==> src/rtl/sop_term_engine_pkg.sv <==
// Shared types and sizing for the sum-of-products term engine.
// Cubes are stored with don't-care bits zeroed so a stored term has one canonical encoding.
package sop_pkg;

  localparam int N_IN      = 11;
  localparam int MAX_TERMS = 32;
  localparam int IDX_W     = (MAX_TERMS > 1) ? $clog2(MAX_TERMS) : 1;
  localparam int CNT_W     = $clog2(MAX_TERMS + 1);
  localparam int ONES_W    = N_IN + 1;

  typedef enum logic [1:0] {
    IDLE,
    SCAN,
    RESULT,
    SWEEP
  } state_t;

  typedef struct packed {
    logic [N_IN-1:0] mask;
    logic [N_IN-1:0] value;
  } term_t;

  localparam logic [IDX_W-1:0] NO_HIT_IDX = '1;

  function automatic term_t make_term(input logic [N_IN-1:0] mask,
                                      input logic [N_IN-1:0] value);
    term_t t;
    t.mask  = mask;
    t.value = value & mask;
    return t;
  endfunction

endpackage

==> src/rtl/sop_term_engine_if.sv <==
// Load / evaluate / result / sweep signal bundle of the term engine.
// The master side drives requests; the slave side is the engine itself.
interface sop_term_engine_if;
  import sop_pkg::*;

  logic              clear;
  logic              load_valid;
  logic              load_ready;
  logic [N_IN-1:0]   load_mask;
  logic [N_IN-1:0]   load_value;
  logic [CNT_W-1:0]  term_count;
  logic              eval_valid;
  logic              eval_ready;
  logic [N_IN-1:0]   eval_vec;
  logic              res_valid;
  logic              res_ready;
  logic              res_out;
  logic [IDX_W-1:0]  res_hit_idx;
  logic              sweep_start;
  logic              sweep_busy;
  logic              sweep_done;
  logic [ONES_W-1:0] sweep_ones;

  modport master (
    output clear, load_valid, load_mask, load_value, eval_valid, eval_vec,
           res_ready, sweep_start,
    input  load_ready, term_count, eval_ready, res_valid, res_out,
           res_hit_idx, sweep_busy, sweep_done, sweep_ones
  );

  modport slave (
    input  clear, load_valid, load_mask, load_value, eval_valid, eval_vec,
           res_ready, sweep_start,
    output load_ready, term_count, eval_ready, res_valid, res_out,
           res_hit_idx, sweep_busy, sweep_done, sweep_ones
  );

endinterface

==> src/rtl/sop_term_match.sv <==
// Single-cube compare: vec lies inside the cube when every care bit equals its literal.
module sop_term_match
  import sop_pkg::*;
(
   input  logic [N_IN-1:0] vec,
   input  logic [N_IN-1:0] mask,
   input  logic [N_IN-1:0] value,
   output logic            match
);

   assign match = (((vec ^ value) & mask) == '0);

endmodule

==> src/rtl/sop_term_engine.sv <==
// Sequential SOP evaluator: scans a loaded implicant table one term per cycle with
// first-hit early exit, either for a single vector or across the full input space.
module sop_term_engine
  import sop_pkg::*;
(
   input  logic             clk,
   input  logic             rst,
   sop_term_engine_if.slave bus
);

   state_t            state;
   term_t             tbl [MAX_TERMS];
   logic [CNT_W-1:0]  term_count;
   logic [IDX_W-1:0]  idx;
   logic [N_IN-1:0]   vec_q;
   logic              res_valid_q;
   logic              res_out_q;
   logic [IDX_W-1:0]  res_hit_idx_q;
   logic              sweep_done_q;
   logic [ONES_W-1:0] sweep_ones_q;

   term_t cur_term;
   logic  term_match;
   logic  hit;
   logic  last_term;
   logic  load_ready;
   logic  load_fire;

   assign cur_term = tbl[idx];

   sop_term_match u_match (
      .vec   (vec_q),
      .mask  (cur_term.mask),
      .value (cur_term.value),
      .match (term_match)
   );

   // An empty table can never hit; the stale entry at idx 0 is ignored.
   assign hit       = term_match && (term_count != '0);
   assign last_term = (term_count == '0) || ((CNT_W'(idx) + CNT_W'(1)) == term_count);

   assign load_ready = (state == IDLE) && (term_count < CNT_W'(MAX_TERMS));
   assign load_fire  = !rst && load_ready && bus.load_valid && !bus.clear &&
                       !bus.eval_valid && !bus.sweep_start;

   assign bus.load_ready  = load_ready;
   assign bus.eval_ready  = (state == IDLE);
   assign bus.term_count  = term_count;
   assign bus.res_valid   = res_valid_q;
   assign bus.res_out     = res_out_q;
   assign bus.res_hit_idx = res_hit_idx_q;
   assign bus.sweep_busy  = (state == SWEEP);
   assign bus.sweep_done  = sweep_done_q;
   assign bus.sweep_ones  = sweep_ones_q;

   // NOTE: the table array has no reset; emptying it means zeroing term_count, and
   // entries at or above term_count are never consulted.
   always_ff @(posedge clk) begin
      if (load_fire) begin
         tbl[term_count[IDX_W-1:0]] <= make_term(bus.load_mask, bus.load_value);
      end
   end

   // NOTE: reset is synchronous, so it sits inside the clocked block and wins over
   // every state-dependent update below.
   always_ff @(posedge clk) begin
      sweep_done_q <= 1'b0;
      if (rst) begin
         state         <= IDLE;
         term_count    <= '0;
         idx           <= '0;
         vec_q         <= '0;
         res_valid_q   <= 1'b0;
         res_out_q     <= 1'b0;
         res_hit_idx_q <= '0;
         sweep_ones_q  <= '0;
      end else begin
         unique case (state)
            IDLE: begin
               if (bus.clear) begin
                  term_count <= '0;
               end else if (bus.eval_valid) begin
                  vec_q <= bus.eval_vec;
                  idx   <= '0;
                  state <= SCAN;
               end else if (bus.sweep_start) begin
                  vec_q        <= '0;
                  idx          <= '0;
                  sweep_ones_q <= '0;
                  state        <= SWEEP;
               end else if (load_fire) begin
                  term_count <= term_count + CNT_W'(1);
               end
            end

            SCAN: begin
               if (hit || last_term) begin
                  res_valid_q   <= 1'b1;
                  res_out_q     <= hit;
                  res_hit_idx_q <= hit ? idx : NO_HIT_IDX;
                  state         <= RESULT;
               end else begin
                  idx <= idx + IDX_W'(1);
               end
            end

            RESULT: begin
               if (bus.res_ready) begin
                  res_valid_q <= 1'b0;
                  state       <= IDLE;
               end
            end

            SWEEP: begin
               // Each minterm finishes on its first hit or after the last stored term.
               if (hit || last_term) begin
                  if (hit) begin
                     sweep_ones_q <= sweep_ones_q + ONES_W'(1);
                  end
                  idx <= '0;
                  if (vec_q == '1) begin
                     sweep_done_q <= 1'b1;
                     state        <= IDLE;
                  end else begin
                     vec_q <= vec_q + N_IN'(1);
                  end
               end else begin
                  idx <= idx + IDX_W'(1);
               end
            end

            default: state <= IDLE;
         endcase
      end
   end

endmodule

==> src/flat_wrapper.sv <==
// flat-port wrapper written by rule: the top's interface ports become plain ports
module sop_term_engine_flat import sop_pkg::*;
  (clk, rst, bus_clear, bus_load_valid, bus_load_mask, bus_load_value, bus_eval_valid, bus_eval_vec, bus_res_ready, bus_sweep_start, bus_load_ready, bus_term_count, bus_eval_ready, bus_res_valid, bus_res_out, bus_res_hit_idx, bus_sweep_busy, bus_sweep_done, bus_sweep_ones);
  sop_term_engine_if bus_i ();
  input  logic clk;
  input  logic rst;
  input wire logic [$bits(bus_i.clear)-1:0] bus_clear;
  input wire logic [$bits(bus_i.load_valid)-1:0] bus_load_valid;
  input wire logic [$bits(bus_i.load_mask)-1:0] bus_load_mask;
  input wire logic [$bits(bus_i.load_value)-1:0] bus_load_value;
  input wire logic [$bits(bus_i.eval_valid)-1:0] bus_eval_valid;
  input wire logic [$bits(bus_i.eval_vec)-1:0] bus_eval_vec;
  input wire logic [$bits(bus_i.res_ready)-1:0] bus_res_ready;
  input wire logic [$bits(bus_i.sweep_start)-1:0] bus_sweep_start;
  output wire logic [$bits(bus_i.load_ready)-1:0] bus_load_ready;
  output wire logic [$bits(bus_i.term_count)-1:0] bus_term_count;
  output wire logic [$bits(bus_i.eval_ready)-1:0] bus_eval_ready;
  output wire logic [$bits(bus_i.res_valid)-1:0] bus_res_valid;
  output wire logic [$bits(bus_i.res_out)-1:0] bus_res_out;
  output wire logic [$bits(bus_i.res_hit_idx)-1:0] bus_res_hit_idx;
  output wire logic [$bits(bus_i.sweep_busy)-1:0] bus_sweep_busy;
  output wire logic [$bits(bus_i.sweep_done)-1:0] bus_sweep_done;
  output wire logic [$bits(bus_i.sweep_ones)-1:0] bus_sweep_ones;
  assign bus_i.clear = bus_clear;
  assign bus_i.load_valid = bus_load_valid;
  assign bus_i.load_mask = bus_load_mask;
  assign bus_i.load_value = bus_load_value;
  assign bus_i.eval_valid = bus_eval_valid;
  assign bus_i.eval_vec = bus_eval_vec;
  assign bus_i.res_ready = bus_res_ready;
  assign bus_i.sweep_start = bus_sweep_start;
  assign bus_load_ready = bus_i.load_ready;
  assign bus_term_count = bus_i.term_count;
  assign bus_eval_ready = bus_i.eval_ready;
  assign bus_res_valid = bus_i.res_valid;
  assign bus_res_out = bus_i.res_out;
  assign bus_res_hit_idx = bus_i.res_hit_idx;
  assign bus_sweep_busy = bus_i.sweep_busy;
  assign bus_sweep_done = bus_i.sweep_done;
  assign bus_sweep_ones = bus_i.sweep_ones;
  sop_term_engine u_core (.clk(clk), .rst(rst), .bus(bus_i));
endmodule
==> config.mk <==
export PLATFORM = sky130hd
export DESIGN_NAME = sop_term_engine_flat
export DESIGN_NICKNAME = d
export VERILOG_FILES = /design/src/rtl/sop_term_engine_pkg.sv /design/src/rtl/sop_term_engine_if.sv /design/src/rtl/sop_term_match.sv /design/src/rtl/sop_term_engine.sv /design/src/flat_wrapper.sv
export SDC_FILE = /design/constraint.sdc
export NUM_CORES = 1
export LEC_CHECK = 0
export ABC_AREA = 1
export ABC_CLOCK_PERIOD_IN_PS = 4100
export CAP_MARGIN = 25
export CELL_PAD_IN_SITES_DETAIL_PLACEMENT = 1
export CELL_PAD_IN_SITES_GLOBAL_PLACEMENT = 1
export CORE_MARGIN = 5
export CORE_UTILIZATION = 45
export CTS_BUF_LIST = sky130_fd_sc_hd__clkbuf_8
export CTS_CLUSTER_SIZE = 24
export DETAILED_ROUTE_END_ITERATION = 6
export GPL_TIMING_DRIVEN = 0
export PLACE_DENSITY_LB_ADDON = 0.1
export SKIP_LAST_GASP = 1
export SLEW_MARGIN = 15
export SYNTH_ARGS = -nofsm -noshare
export SYNTH_HDL_FRONTEND = slang
export SYNTH_SLANG_ARGS = --single-unit
==> constraint.sdc <==
create_clock -name clk -period 4.1 [get_ports clk]
set_clock_uncertainty 0.2 [all_clocks]
set_input_delay 0.82 -clock clk [delete_from_list [all_inputs] [get_ports clk]]
set_output_delay 0.82 -clock clk [all_outputs]
set_load 0.03 [all_outputs]
==> results.sh <==
export IMPL_status="completed"
export IMPL_area_share_of_and_or_nand_nor_cells_after_synthesis=0.216
export IMPL_syn_mean_instance_area_um2=10.9
export IMPL_worst_slack_ns=0.122
export IMPL_synth_async_sr_flop_share=0
export IMPL_number_of_flops_mapped_to_enable_cells_by_yosys=704
export IMPL_post_route_total_power_mw=16.0
export IMPL_synth_fa_ha_area_frac=0.00437
export IMPL_firstDrtPassIters=5
export IMPL_synthesis_nets=2931
export IMPL_place_port_buffers=67
export IMPL_timing_critical_path_to_type="flip-flop"
export IMPL_clockRootBuffer="clkbuf_8"
export IMPL_min_delay_path_class="flip-flop to flip-flop"
export IMPL_max_stage_delay_ns=0.78
export IMPL_final_hold_viol_count=0
export IMPL_layout_drive_gt1_share=0.121
export IMPL_dieWidth_um=274
export IMPL_maximum_number_of_pins_on_one_net_before_global_route_repair=34
export IMPL_total_switching_power_mw=4.07
export IMPL_path_cells="inv_1 > ha_1 > inv_1 > nor2_1 > nand4_1 > nor2_1 > nand2_1 > nor2_4 > buf_12"
export IMPL_cts_buffers=130
export IMPL_layout_common_cells="nand2_1, edfxtp_1, nand3_1"
export IMPL_setup_worst_path_class="flip-flop to flip-flop"
export IMPL_worst_setup_path_start_kind="flip-flop"
export IMPL_drc=0
export IMPL_cts_sinks=753
export IMPL_power_density_cell_area_nw_per_um2=429
export IMPL_synth_area_um2=31500
export IMPL_cp_num_buf_inv=3
export IMPL_power_static_leakage_nw=13.7
export IMPL_synth_seq_area_share=0.703
export IMPL_worst_path_dominant_cell_family="simple AND/OR/NAND/NOR gates"
export IMPL_cell_internal_pwr_mw=11.9
export IMPL_post_route_util=0.535
export IMPL_wl_per_cell_um=29.4
export IMPL_power_ir_vdd_worst_v=0.000284
export IMPL_route_antenna_remaining_nets=0
export IMPL_grt_first_pass_wirelength_mm=171
export IMPL_place_worst_setup_slack_ns=-0.231
export IMPL_max_slew_margin_rel=0.302
export IMPL_dieArea_um2=75300
export IMPL_critPathRequiredTime_ns=4.37
export IMPL_grt_overflow=0
export IMPL_layout_cells_most_common="nand2_1"
export IMPL_clock_fmax_mhz=251
export IMPL_yosys_cell_types_count=37
export IMPL_drt_iter0_drc=3091
export IMPL_tritoncts_clock_tree="done"
export IMPL_timing_max_transition_violations_final=0
export IMPL_worstSkewPairLatency_ns=0.80
export IMPL_cap_viol_max_count=0
export IMPL_dp_cells=3929
export IMPL_synth_flop_cell="edfxtp_1"
export IMPL_detailedPlacementHpwl_mm=81.6
export IMPL_synthCells=2880
export IMPL_power_frac_seq=0.535
export IMPL_muxShareOfSynthArea=0
export IMPL_fin_cells=4183
export IMPL_fp_coreArea_um2=69700
export IMPL_crit_share_post_route=0.970
export IMPL_placement_rows=97
export IMPL_initial_core_utilization=0.452
export IMPL_crit_slowest_cell="nor2_4"
export IMPL_route_vias_total=24558
export IMPL_die_height_um=274
export IMPL_detail_route_vias_per_cell=5.87
export IMPL_number_of_buffers_added_to_fix_hold_violations_after_cts=0
export IMPL_cts_root_to_sink_buffers=3
export IMPL_grt_setup_unrepaired="yes"
export IMPL_pwr_share_comb=0.075
export IMPL_flow_area_growth_from_synthesis_pct=18.5
export IMPL_switching_share=0.254
export IMPL_synth_ff_latch_count=753
export IMPL_detail_route_wirelength_mm=123
export IMPL_fin_setup_tns_ns=0
export IMPL_synth_compound_area_share=0.0331
export IMPL_io_pins=69
export IMPL_setup_violations_final=0
export IMPL_fillerInstances=7512
export IMPL_grt_util_all_layers=0.321
export IMPL_vias_in_the_first_global_route=24792
export IMPL_fin_nets=3194
export IMPL_synth_xor_area_share=0.00278
export IMPL_synth_warnings=0
export IMPL_post_cts_clock_slew_at_the_launch_and_capture_registers_of_the_worst_setup_and_hold_paths_ns=0.06
export IMPL_routabilityCongestion=0.844
export IMPL_synth_top_family_by_area="simple AND/OR/NAND/NOR gates"
export IMPL_clock_power_share=0.391
export IMPL_antenna_found_initial=2
export IMPL_cts_max_level=4
export IMPL_path_max_fanout=13
export IMPL_tightestPinTransition_ns=1.04
export IMPL_layout_min_cycle_time_ns=3.98
export IMPL_worstPathArrival_ns=4.25
[cells in the mapped netlist, types with 4 or more instances]
library cell,count,area share
nor2_1,197,0.023
buf_4,18,0.0043
o21ai_1,21,0.0033
clkbuf_1,37,0.0044
xor2_1,9,0.0025
nor3_1,10,0.0016
buf_2,80,0.013
nand4_1,10,0.0020
o211ai_1,10,0.0024
a22oi_1,5,0.0012
dfxtp_1,49,0.031
or2_2,4,0.00080
buf_1,24,0.0029
inv_2,4,0.00048
o21ai_0,92,0.015
edfxtp_1,704,0.67
ha_1,11,0.0044
inv_1,127,0.015
nand3_1,515,0.082
nand2_1,878,0.10
a21oi_1,55,0.0087
[through the flow]
| stage | instance area [um^2] | hold slack (ns) |
|---|---|---|
| final | 37300 | 0.265 |
| after global routing | 37300 | 0.292 |
| after CTS | 36800 | 0.249 |
| after detailed placement | 34500 | 0.264 |
| after global placement | 33300 | 0.244 |
| after floorplan | 31500 | 0.282 |
[power groups by stage]
stage               sequential [mW]  clock, mW  combinational [mW]
finish                         8.56       6.25                1.19
detailed placement             8.72          0                1.15
global route                   8.56       6.67                1.30
global placement               8.71          0                1.10
CTS                            8.56       6.29                1.16
floorplan                      8.74          0               0.640
[worst min-delay path: stages (launching register included)]
cell,delay [ns]
dfxtp_1,0.31
inv_1,0.05
a21oi_1,0.05
[repair_timing]
item | in CTS | in global routing
resized for setup | 3 | 43
setup endpoints to repair | 29 | 114
pin swaps | 0 | 9
setup buffers | 0 | 14
[cells by family after synthesis]
logic type / Yosys count
xor+xnor: 10
flops: 753
fa+ha+maj: 11
simple gates: 1619
buf+inv: 294
compound gates: 193
[worst paths after layout]
check / slack [ns] / startpoint / to / cells after the start
worst min-delay path: 0.26 / u_core.bus.res_valid$_SDFFE_PP0P_ / u_core.bus.res_valid$_SDFFE_PP0P_ / 2
worst max-delay path: 0.12 / u_core.state[0]$_SDFFE_PP0P_ / u_core.tbl[18][16]$_DFFE_PP_ / 9
worst min register to register: 0.26 / u_core.bus.res_valid$_SDFFE_PP0P_ / u_core.bus.res_valid$_SDFFE_PP0P_ / 2
worst max register to register: 0.12 / u_core.state[0]$_SDFFE_PP0P_ / u_core.tbl[18][16]$_DFFE_PP_ / 9
[state kept, by name, summed over array words and instances (netlist names), named ones only]
register                flops
u_core.bus.term_count       6
u_core.bus.res_valid        1
u_core.state                2
u_core.idx                  5
u_core.bus.sweep_done       1
u_core.tbl                704
u_core.vec_q               11
u_core.bus.res_hit_idx      5
u_core.bus.sweep_ones      12
u_core.bus.res_out          1
[layout make-up]
class	instances	area, um^2	share of cell area
Timing Repair Buffer	131	2040	0.0548
Buffer	162	841	0.0226
Clock inverter	95	444	0.0119
Multi-Input combinational cell	1833	8300	0.223
Inverter	132	495	0.0133
Sequential cell	753	22100	0.593
Clock buffer	134	1840	0.0495
Tap cell	940	1180	0.0316
Antenna cell	3	7.51	0.000201
[layer usage]
layer | GRT usage | up-vias | routed length, um
li1 | - | 10518 | -
met1 | 0.423 | 12437 | 48400
met2 | 0.497 | 1284 | 56000
met3 | 0.0892 | 317 | 12500
met4 | 0.151 | 2 | 5930
met5 | 0.00526 | - | 48
(Power assumes the default switching activity.)
